File: src/rtl/fft_operand_seq.sv
// In-place radix-2 DIT FFT operand sequencer: walks stages/butterflies and feeds the butterfly unit.
// Optional: FFT_OPSEQ_ZERO_IDLE_EN zeroes the A/B operands whenever out_valid is low.

module fft_opseq_lane #(
  parameter int W     = 8,
  parameter int LOG2N = 2,
  localparam int N    = 1 << LOG2N
) (
  input  logic [N*W-1:0]   in_re,
  input  logic [N*W-1:0]   in_im,
  input  logic [LOG2N-1:0] idx,
  output logic [W-1:0]     re,
  output logic [W-1:0]     im
);
  assign re = in_re[idx*W +: W];
  assign im = in_im[idx*W +: W];
endmodule

module fft_operand_seq #(
  parameter int W     = 8,
  parameter int LOG2N = 2,
  localparam int N    = 1 << LOG2N,
  localparam int TW_W = (LOG2N > 1) ? LOG2N - 1 : 1,
  localparam int BW   = (LOG2N > 1) ? LOG2N - 1 : 1
) (
  input  logic             clk,
  input  logic             rst,
  input  logic             start,
  input  logic [N*W-1:0]   in_re,
  input  logic [N*W-1:0]   in_im,
  input  logic             out_ready,
  input  logic             stage_ack,
  output logic             out_valid,
  output logic [W-1:0]     a_re,
  output logic [W-1:0]     a_im,
  output logic [W-1:0]     b_re,
  output logic [W-1:0]     b_im,
  output logic [LOG2N-1:0] idx_a,
  output logic [LOG2N-1:0] idx_b,
  output logic [TW_W-1:0]  tw_idx,
  output logic [2:0]       stage_idx,
  output logic             busy,
  output logic             done
);
  typedef enum logic [1:0] {IDLE, ISSUE, WAIT_ACK} state_t;

  localparam logic [BW-1:0] B_LAST = BW'(N/2 - 1);
  localparam logic [2:0]    S_LAST = 3'(LOG2N - 1);

  state_t           state, state_nxt;
  logic [2:0]       s, ld_s;
  logic [BW-1:0]    b, ld_b;
  logic             load, done_nxt;

  logic [LOG2N-1:0]            bx, mask;
  logic [1:0][LOG2N-1:0]       ld_idx;
  logic [1:0][W-1:0]           sel_re, sel_im;
  logic [TW_W-1:0]             ld_tw;

  always_ff @(posedge clk) begin
    if (rst) state <= IDLE;
    else     state <= state_nxt;
  end

  always_comb begin
    state_nxt = state;
    load      = 1'b0;
    done_nxt  = 1'b0;
    ld_s      = s;
    ld_b      = b;
    case (state)
      IDLE: if (start) begin
        load      = 1'b1;
        ld_s      = 3'd0;
        ld_b      = '0;
        state_nxt = ISSUE;
      end
      ISSUE: if (out_ready) begin
        if (b != B_LAST) begin
          load = 1'b1;
          ld_b = b + 1'b1;
        end else if (s != S_LAST) begin
          state_nxt = WAIT_ACK;
        end else begin
          state_nxt = IDLE;
          done_nxt  = 1'b1;
        end
      end
      WAIT_ACK: if (stage_ack) begin
        load      = 1'b1;
        ld_s      = s + 3'd1;
        ld_b      = '0;
        state_nxt = ISSUE;
      end
      default: state_nxt = IDLE;
    endcase
  end

  // g*2h + j is b with the bits at and above s shifted up by one; B simply sets bit s.
  assign bx        = LOG2N'(ld_b);
  assign mask      = (LOG2N'(1) << ld_s) - LOG2N'(1);
  assign ld_idx[0] = ((bx & ~mask) << 1) | (bx & mask);
  assign ld_idx[1] = ld_idx[0] | (LOG2N'(1) << ld_s);
  assign ld_tw     = TW_W'(bx & mask) << (S_LAST - ld_s);

  for (genvar l = 0; l < 2; l++) begin : g_lane
    fft_opseq_lane #(.W(W), .LOG2N(LOG2N)) u_lane (
      .in_re (in_re),
      .in_im (in_im),
      .idx   (ld_idx[l]),
      .re    (sel_re[l]),
      .im    (sel_im[l])
    );
  end

`ifdef FFT_OPSEQ_ZERO_IDLE_EN
  logic clr;
  assign clr = (state == ISSUE) && out_ready && (b == B_LAST);
`endif

  always_ff @(posedge clk) begin
    if (rst) begin
      s      <= '0;
      b      <= '0;
      a_re   <= '0;
      a_im   <= '0;
      b_re   <= '0;
      b_im   <= '0;
      idx_a  <= '0;
      idx_b  <= '0;
      tw_idx <= '0;
      done   <= 1'b0;
    end else begin
      done <= done_nxt;
      if (load) begin
        s      <= ld_s;
        b      <= ld_b;
        a_re   <= sel_re[0];
        a_im   <= sel_im[0];
        b_re   <= sel_re[1];
        b_im   <= sel_im[1];
        idx_a  <= ld_idx[0];
        idx_b  <= ld_idx[1];
        tw_idx <= ld_tw;
      end
`ifdef FFT_OPSEQ_ZERO_IDLE_EN
      else if (clr) begin
        a_re <= '0;
        a_im <= '0;
        b_re <= '0;
        b_im <= '0;
      end
`endif
    end
  end

  assign stage_idx = s;
  assign out_valid = (state == ISSUE);
  assign busy      = (state != IDLE);
endmodule

File: config.mk
export PLATFORM = sky130hd
export DESIGN_NAME = fft_operand_seq
export DESIGN_NICKNAME = d
export VERILOG_FILES = /design/src/rtl/fft_operand_seq.sv
export SDC_FILE = /design/constraint.sdc
export NUM_CORES = 1
export LEC_CHECK = 0
export ABC_AREA = 1
export BUFFER_PORTS_ARGS = -buffer_cell sky130_fd_sc_hd__buf_2
export CAP_MARGIN = 0
export CORE_MARGIN = 2
export CORE_UTILIZATION = 44
export CTS_CLUSTER_SIZE = 20
export DETAILED_ROUTE_END_ITERATION = 12
export PLACE_DENSITY_LB_ADDON = 0.25
export SLEW_MARGIN = 20
export SYNTH_ARGS = -nofsm -noshare
export SYNTH_HDL_FRONTEND = slang
export SYNTH_SLANG_ARGS = --single-unit
export TNS_END_PERCENT = 5
File: constraint.sdc
create_clock -name clk -period 1.77 [get_ports clk]
set_input_delay 0.354 -clock clk [delete_from_list [all_inputs] [get_ports clk]]
set_output_delay 0.354 -clock clk [all_outputs]
set_load 0.005 [all_outputs]
After elaboration in Yosys (flattened, before gate mapping)
Index checks and enable logic that the tools add are counted.

Bits in latches: 0. Memories kept: 0. Flip-flop bits (word level): 44. Memory bits (read-only): 0. Bits in writable memories: 0.

Reduce and logical (&&, ||, !) cells: 4. Shifts and indexed selects: 6. Equal/unequal tests: 7. Div/mod/pow operators: 0. Multiply operators: 0. Multiplexer cells: 20. $lt $le $gt $ge: 0. Bitwise operators: 8. Add/sub/neg operators: 4.

Operator list (number): $shiftx A32 B6 Y8 (4); $mux W2 (5); $mux W1 (9); $ne A2 B2 Y1 const B (4); $mux W3 (2); $pmux W1 S3 (2); $pmux W2 S3 (1); $pmux W3 S2 (1); $not A1 Y1 (4); $or A2 B2 Y2 (2); $reduce_and A4 Y1 (1); $reduce_or A4 Y1 (1); $add A3 B1 Y3 const B (1); $ne A3 B1 Y1 const B (1); $shl A1 B3 Y1 (1); $shl A1 B3 Y2 const A (1); $sub A1 B3 Y3 const A (1); $and A1 B2 Y2 (1); $eq A2 B1 Y1 const B (1); $eq A2 B2 Y1 const B (1); $logic_not A2 Y1 (1); $reduce_bool A2 Y1 (1); $sub A2 B2 Y2 const B (1); $add A1 B1 Y1 const B (1); $and A1 B1 Y1 (1).

Logic depth before layout (Yosys ltp)
Depth after elaboration: 10. Mapped depth: 14.

By module
From an unflattened synthesis, not the netlist that was laid out.

Cell total of the unflattened synthesis: 615. Area total of the unflattened synthesis: 3375.7 um2.

By module, submodules not included: fft_operand_seq (cells an instance 239, seq. area each 880.8 um2, instances 1, area each 1764.2 um2); fft_opseq_lane (cells an instance 188, seq. area each 0.0 um2, instances 2, area each 805.8 um2).

Worst setup path after synthesis
No wires, ideal clock.

Kind: register to register. Start: register s[0] (netlist: stage_idx[0]). End: register a_im[0]. Cell stages (with the launch flop): 15. Buffers on the path: 2. Slack: 0.054 ns. Data arrival time: 1.608 ns. Required time: 1.661 ns. Clock period less this slack: 1.716 ns. Path through: dfxtp_1 -> ha_1 -> nand2_1 -> o21ai_1 -> nand2_1 -> nand2_1 -> nand3_4 -> buf_6 -> nand2_2 -> inv_2 -> buf_6 -> nand2_1 -> nand4_1 -> nand2_1 -> inv_1.

Cells in the longest elaborated chain, start to end: 9. Elaborated cells between the ends (all ways): 11. Classes of those cells: 2 x add/sub; 2 x shift; 3 x mux; 4 x bitwise.

RTL lines: start, declared (line 51) `logic [2:0] s, ld_s;`; start signal, assigned (line 136) `s <= ld_s;`; $add A3 B1 Y3 (line 91) `ld_s = s + 3'd1;`; $mux W3 (line 89) `WAIT_ACK: if (stage_ack) begin`; $pmux W3 S2 (*) (line 71) `case (state)`; $shl A1 B3 Y2 (*) (line 101) `assign mask = (LOG2N'(1) << ld_s) - LOG2N'(1);`; $sub A2 B2 Y2 (*) (line 101); $not A1 Y1 (line 102) `assign ld_idx[0] = ((bx & ~mask) << 1) | (bx & mask);`; $and A1 B1 Y1 (line 102); $or A2 B2 Y2 (*) (line 102); $shiftx A32 B6 Y8 (*) (line 16) `assign im = in_im[idx*W +: W];`; end signal, assigned (line 139) `a_im <= sel_im[0];`; end, declared (line 35) `output logic [W-1:0] a_im,`.

Every way passes the cells marked *; elsewhere a longest branch is shown, timed or not. A chain may end at the register's enable or synchronous reset.

Final worst setup path
Start: register s[1] (netlist: stage_idx[1]). End: register a_re[7].

Cells in the longest elaborated chain, start to end: 9. Elaborated cells between the ends (all ways): 11. Classes of those cells: 2 x add/sub; 2 x shift; 3 x mux; 4 x bitwise.

RTL lines: $add A3 B1 Y3 (line 91); $mux W3 (line 89); $pmux W3 S2 (*) (line 71); $shl A1 B3 Y2 (*) (line 101); $sub A2 B2 Y2 (*) (line 101); $not A1 Y1 (line 102); $and A1 B1 Y1 (line 102); $or A2 B2 Y2 (*) (line 102); $shiftx A32 B6 Y8 (*) (line 15) `assign re = in_re[idx*W +: W];`; end signal, assigned (line 138) `a_re <= sel_re[0];`; end, declared (line 34) `output logic [W-1:0] a_re,`.

Marked as above.

==> results.yml <==
outcome:
  outcome: "complete, but fails checks"
  violations: "setup timing"
timing:
  post-route-period-util_pct: 102
  min_period_ns: 1.80
  rsz0062_at_grt: "true"
  setup_slack_ns: -0.0326
  hold_viol: 0
  fmax_mhz: 555
  finClkSkew_ns: 0.00766
  setup_tns_ns: -0.177
  setup_viol: 8
  report.final.slew_viol_count: 0
  worst_pin_slew_ns: 0.331
  whs_ns: 0.313
  maxSlewHeadroom_pct: 77.9
final_layout:
  design_area_um2: 3780
  final_core_utilization_pct: 60.2
  finish.net_count: 666
  stdcell_count: 672
  num_antenna_cells: 0
  drive_gt1_share_pct: 28.7
  area_delta_synth_final_pct: 33.3
clocking:
  cts_setup_buffers: 0
  cts_made_buffers: 5
  clk_latency_ns: 0.31
  cts_sinks: 44
  clk_pin_slew_ns: 0.09
  cts_buffer_depth: 2
  htreeDepth: 2
  root_buffer: "clkbuf_8"
  cts_tree: "yes"
grt:
  grt_overflow: 0
  antenna_found_initial: 0
  grt_pass1_vias: 3009
  grt_pass1_wl_um: 13700
  grtUsageTotal_pct: 23.4
  grt_max_degree: 36
die:
  fp.coreArea_um2: 6280
  ios: 112
  fp-row-count: 29
  dieWidth_um: 84.3
  fp.dieH_um: 84.3
  initial_core_util_pct: 45.2
  dieArea_um2: 7100
drt:
  drt_iter0_markers: 163
  wl_per_cell_um: 12.4
  routed_via_density: 4.85
  route.antenna.remaining_nets: 0
  drcViolationCount: 0
  drt-total-wl_um: 8350
  first_pass_iters: 4
  vias: 3258
worst_hold_path:
  min_to: "state[1]$_SDFFE_PP0P_"
  hold_depth: 2
  min-delay-start: "rst"
  min_path_type: "input port to flop"
place:
  finalWeightedCongestion: 0.854
  dpl_cell_area_um2: 3550
  portBuffers: 111
  dpl.cell_count: 664
  dp_slack_ns: -0.0818
  dp_hpwl_um: 5960
setup_path:
  worstSetupStartpoint: "stage_idx[1]$_SDFFE_PP0P_"
  rr_worst_depth: 12
  crit_family: "simple AND/OR/NAND/NOR gates"
  cp.arrival_ns: 2.06
  cpMaxStageDelayCell: "dfxtp_4"
  path_class: "flop to flop"
  cp_num_buf_inv: 4
  max_stage_delay_ns: 0.39
  cp_max_fo: 8
  crit_path_end_kind: "flop"
  r2r_end: "a_re[7]$_SDFFE_PP0P_"
  rrSetupSlack_ns: -0.03
  r2r-start: "stage_idx[1]$_SDFFE_PP0P_"
  critical_path.most_common_cell: "nand2_1"
  crit_path_start_kind: "flop"
  path_cells: "inv_4 > ha_4 > nand3b_1 > nand2_1 > inv_2 > nand3_4 > buf_12 > nor2_4 > nand2_1 > nand4_1 > nand2_1 > inv_1"
  cp_data_required_time_ns: 2.03
yosys:
  syn_nets: 551
  yosysWarningCount: 0
  avgSynthCellArea_um2: 5.91
  ys_seq_elements: 44
  synth_area_um2: 2840
  synth_seq_area_share_pct: 31.1
  synthCells: 480
  synth.distinct_cells: 28
power:
  leakage_nw: 2.32
  vdd_drop_max_v: 0.000406
  power_density_nw_per_um2: 734
  power_mw: 2.78
job:
  drv_cap: 0
## sequential cells by signal (all words and copies together), names as in the netlist
register	cells
b_re	8
stage_idx	3
b_im	8
a_re	8
idx_b	2
a_im	8
state	2
tw_idx	1
done	1
idx_a	2
b	1
## worst max path at each step
stage | endpoint | cells past startpoint
floorplan | a_im[0]$_SDFFE_PP0P_ | 14
global placement | a_re[2]$_SDFFE_PP0P_ | 12
detailed placement | b_im[7]$_SDFFE_PP0P_ | 12
CTS | b_re[5]$_SDFFE_PP0P_ | 13
global route | a_re[6]$_SDFFE_PP0P_ | 12
finish | a_re[7]$_SDFFE_PP0P_ | 12
## cell usage in the layout (no fill, tap or decap)
cell | synthesis | final
nand2_1 | 151 | 147
buf_2 | 10 | 111
inv_1 | 98 | 97
nand3_1 | 52 | 51
dfxtp_1 | 44 | 40
o21ai_0 | 35 | 35
nor2_1 | 25 | 23
nand4_1 | 16 | 16
buf_4 | 3 | 11
nand2_2 | 4 | 8
inv_2 | 7 | 6
a21oi_1 | 5 | 5
clkbuf_8 | 0 | 5
o21ai_1 | 4 | 4
buf_12 | 0 | 4
nor2_2 | 1 | 3
o21bai_1 | 3 | 3
buf_6 | 2 | 3
inv_4 | 1 | 2
ha_4 | 0 | 2
bufinv_16 | 0 | 2
dfxtp_4 | 0 | 2
dfxtp_2 | 0 | 2
inv_8 | 0 | 1
nand2_4 | 2 | 1
nand3b_1 | 1 | 1
o21a_1 | 1 | 1
a21oi_4 | 1 | 1
nand3_4 | 1 | 1
nand2_8 | 0 | 1
clkinv_4 | 0 | 1
o21ai_2 | 1 | 1
nor2_8 | 1 | 1
nand3_2 | 0 | 1
o211ai_1 | 1 | 1
nor2_4 | 0 | 1
## cell type report
type / instances / area (um^2)
timing repair buffer: 129 / 752
fill: 639 / 2500
sequential: 44 / 891
clock inverter: 2 / 60.1
clock buffer: 5 / 68.8
tap: 77 / 96.3
inverter: 107 / 419
multi-input combinational: 308 / 1490
## power by group
part | switching, mW | internal, mW
registers | 0.0515 | 1.08
logic | 0.406 | 0.307
clock network | 0.370 | 0.556
## cell usage after synthesis (all sizes together)
cell | instances | share of area [%]
a21oi | 6 | 1.5
o21bai | 3 | 0.79
nand3 | 53 | 9.8
ha | 2 | 0.88
inv | 106 | 14
nand3b | 1 | 0.26
nor2 | 27 | 4.2
buf | 15 | 3.4
clkbuf | 7 | 0.93
o21a | 1 | 0.26
o211ai | 1 | 0.26
nand4 | 16 | 3.5
nand2 | 157 | 22
clkinv | 1 | 0.18
o21ai | 40 | 7.2
dfxtp | 44 | 31
## cells by family (layout without fill, tap and decap cells)
| kind of cell | count (synthesis) | count (layout) | synth area share, % |
|---|---|---|---|
| AOI/OAI and AO/OA | 51 | 51 | 9.97 |
| adders and majority gates | 2 | 2 | 0.882 |
| DFF | 44 | 44 | 31.1 |
| and+or+nand+nor | 254 | 255 | 39.5 |
| buffers and inverters | 129 | 243 | 18.6 |
## per-layer routing
metal	GRT usage (%)	wire [um]
met5	0	0
met3	4.33	626
met1	30.2	3710
met4	5.87	73
met2	40.3	3950
## timing repair
action / 4_1_cts / 5_1_grt
hold buffers: 0 / 0
setup endpoints to repair: 34 / 36
pin swaps: 2 / 24
gates resized for setup: 7 / 19
cloned: 1 / 0
Note: power is estimated with default switching activity, not from simulation.
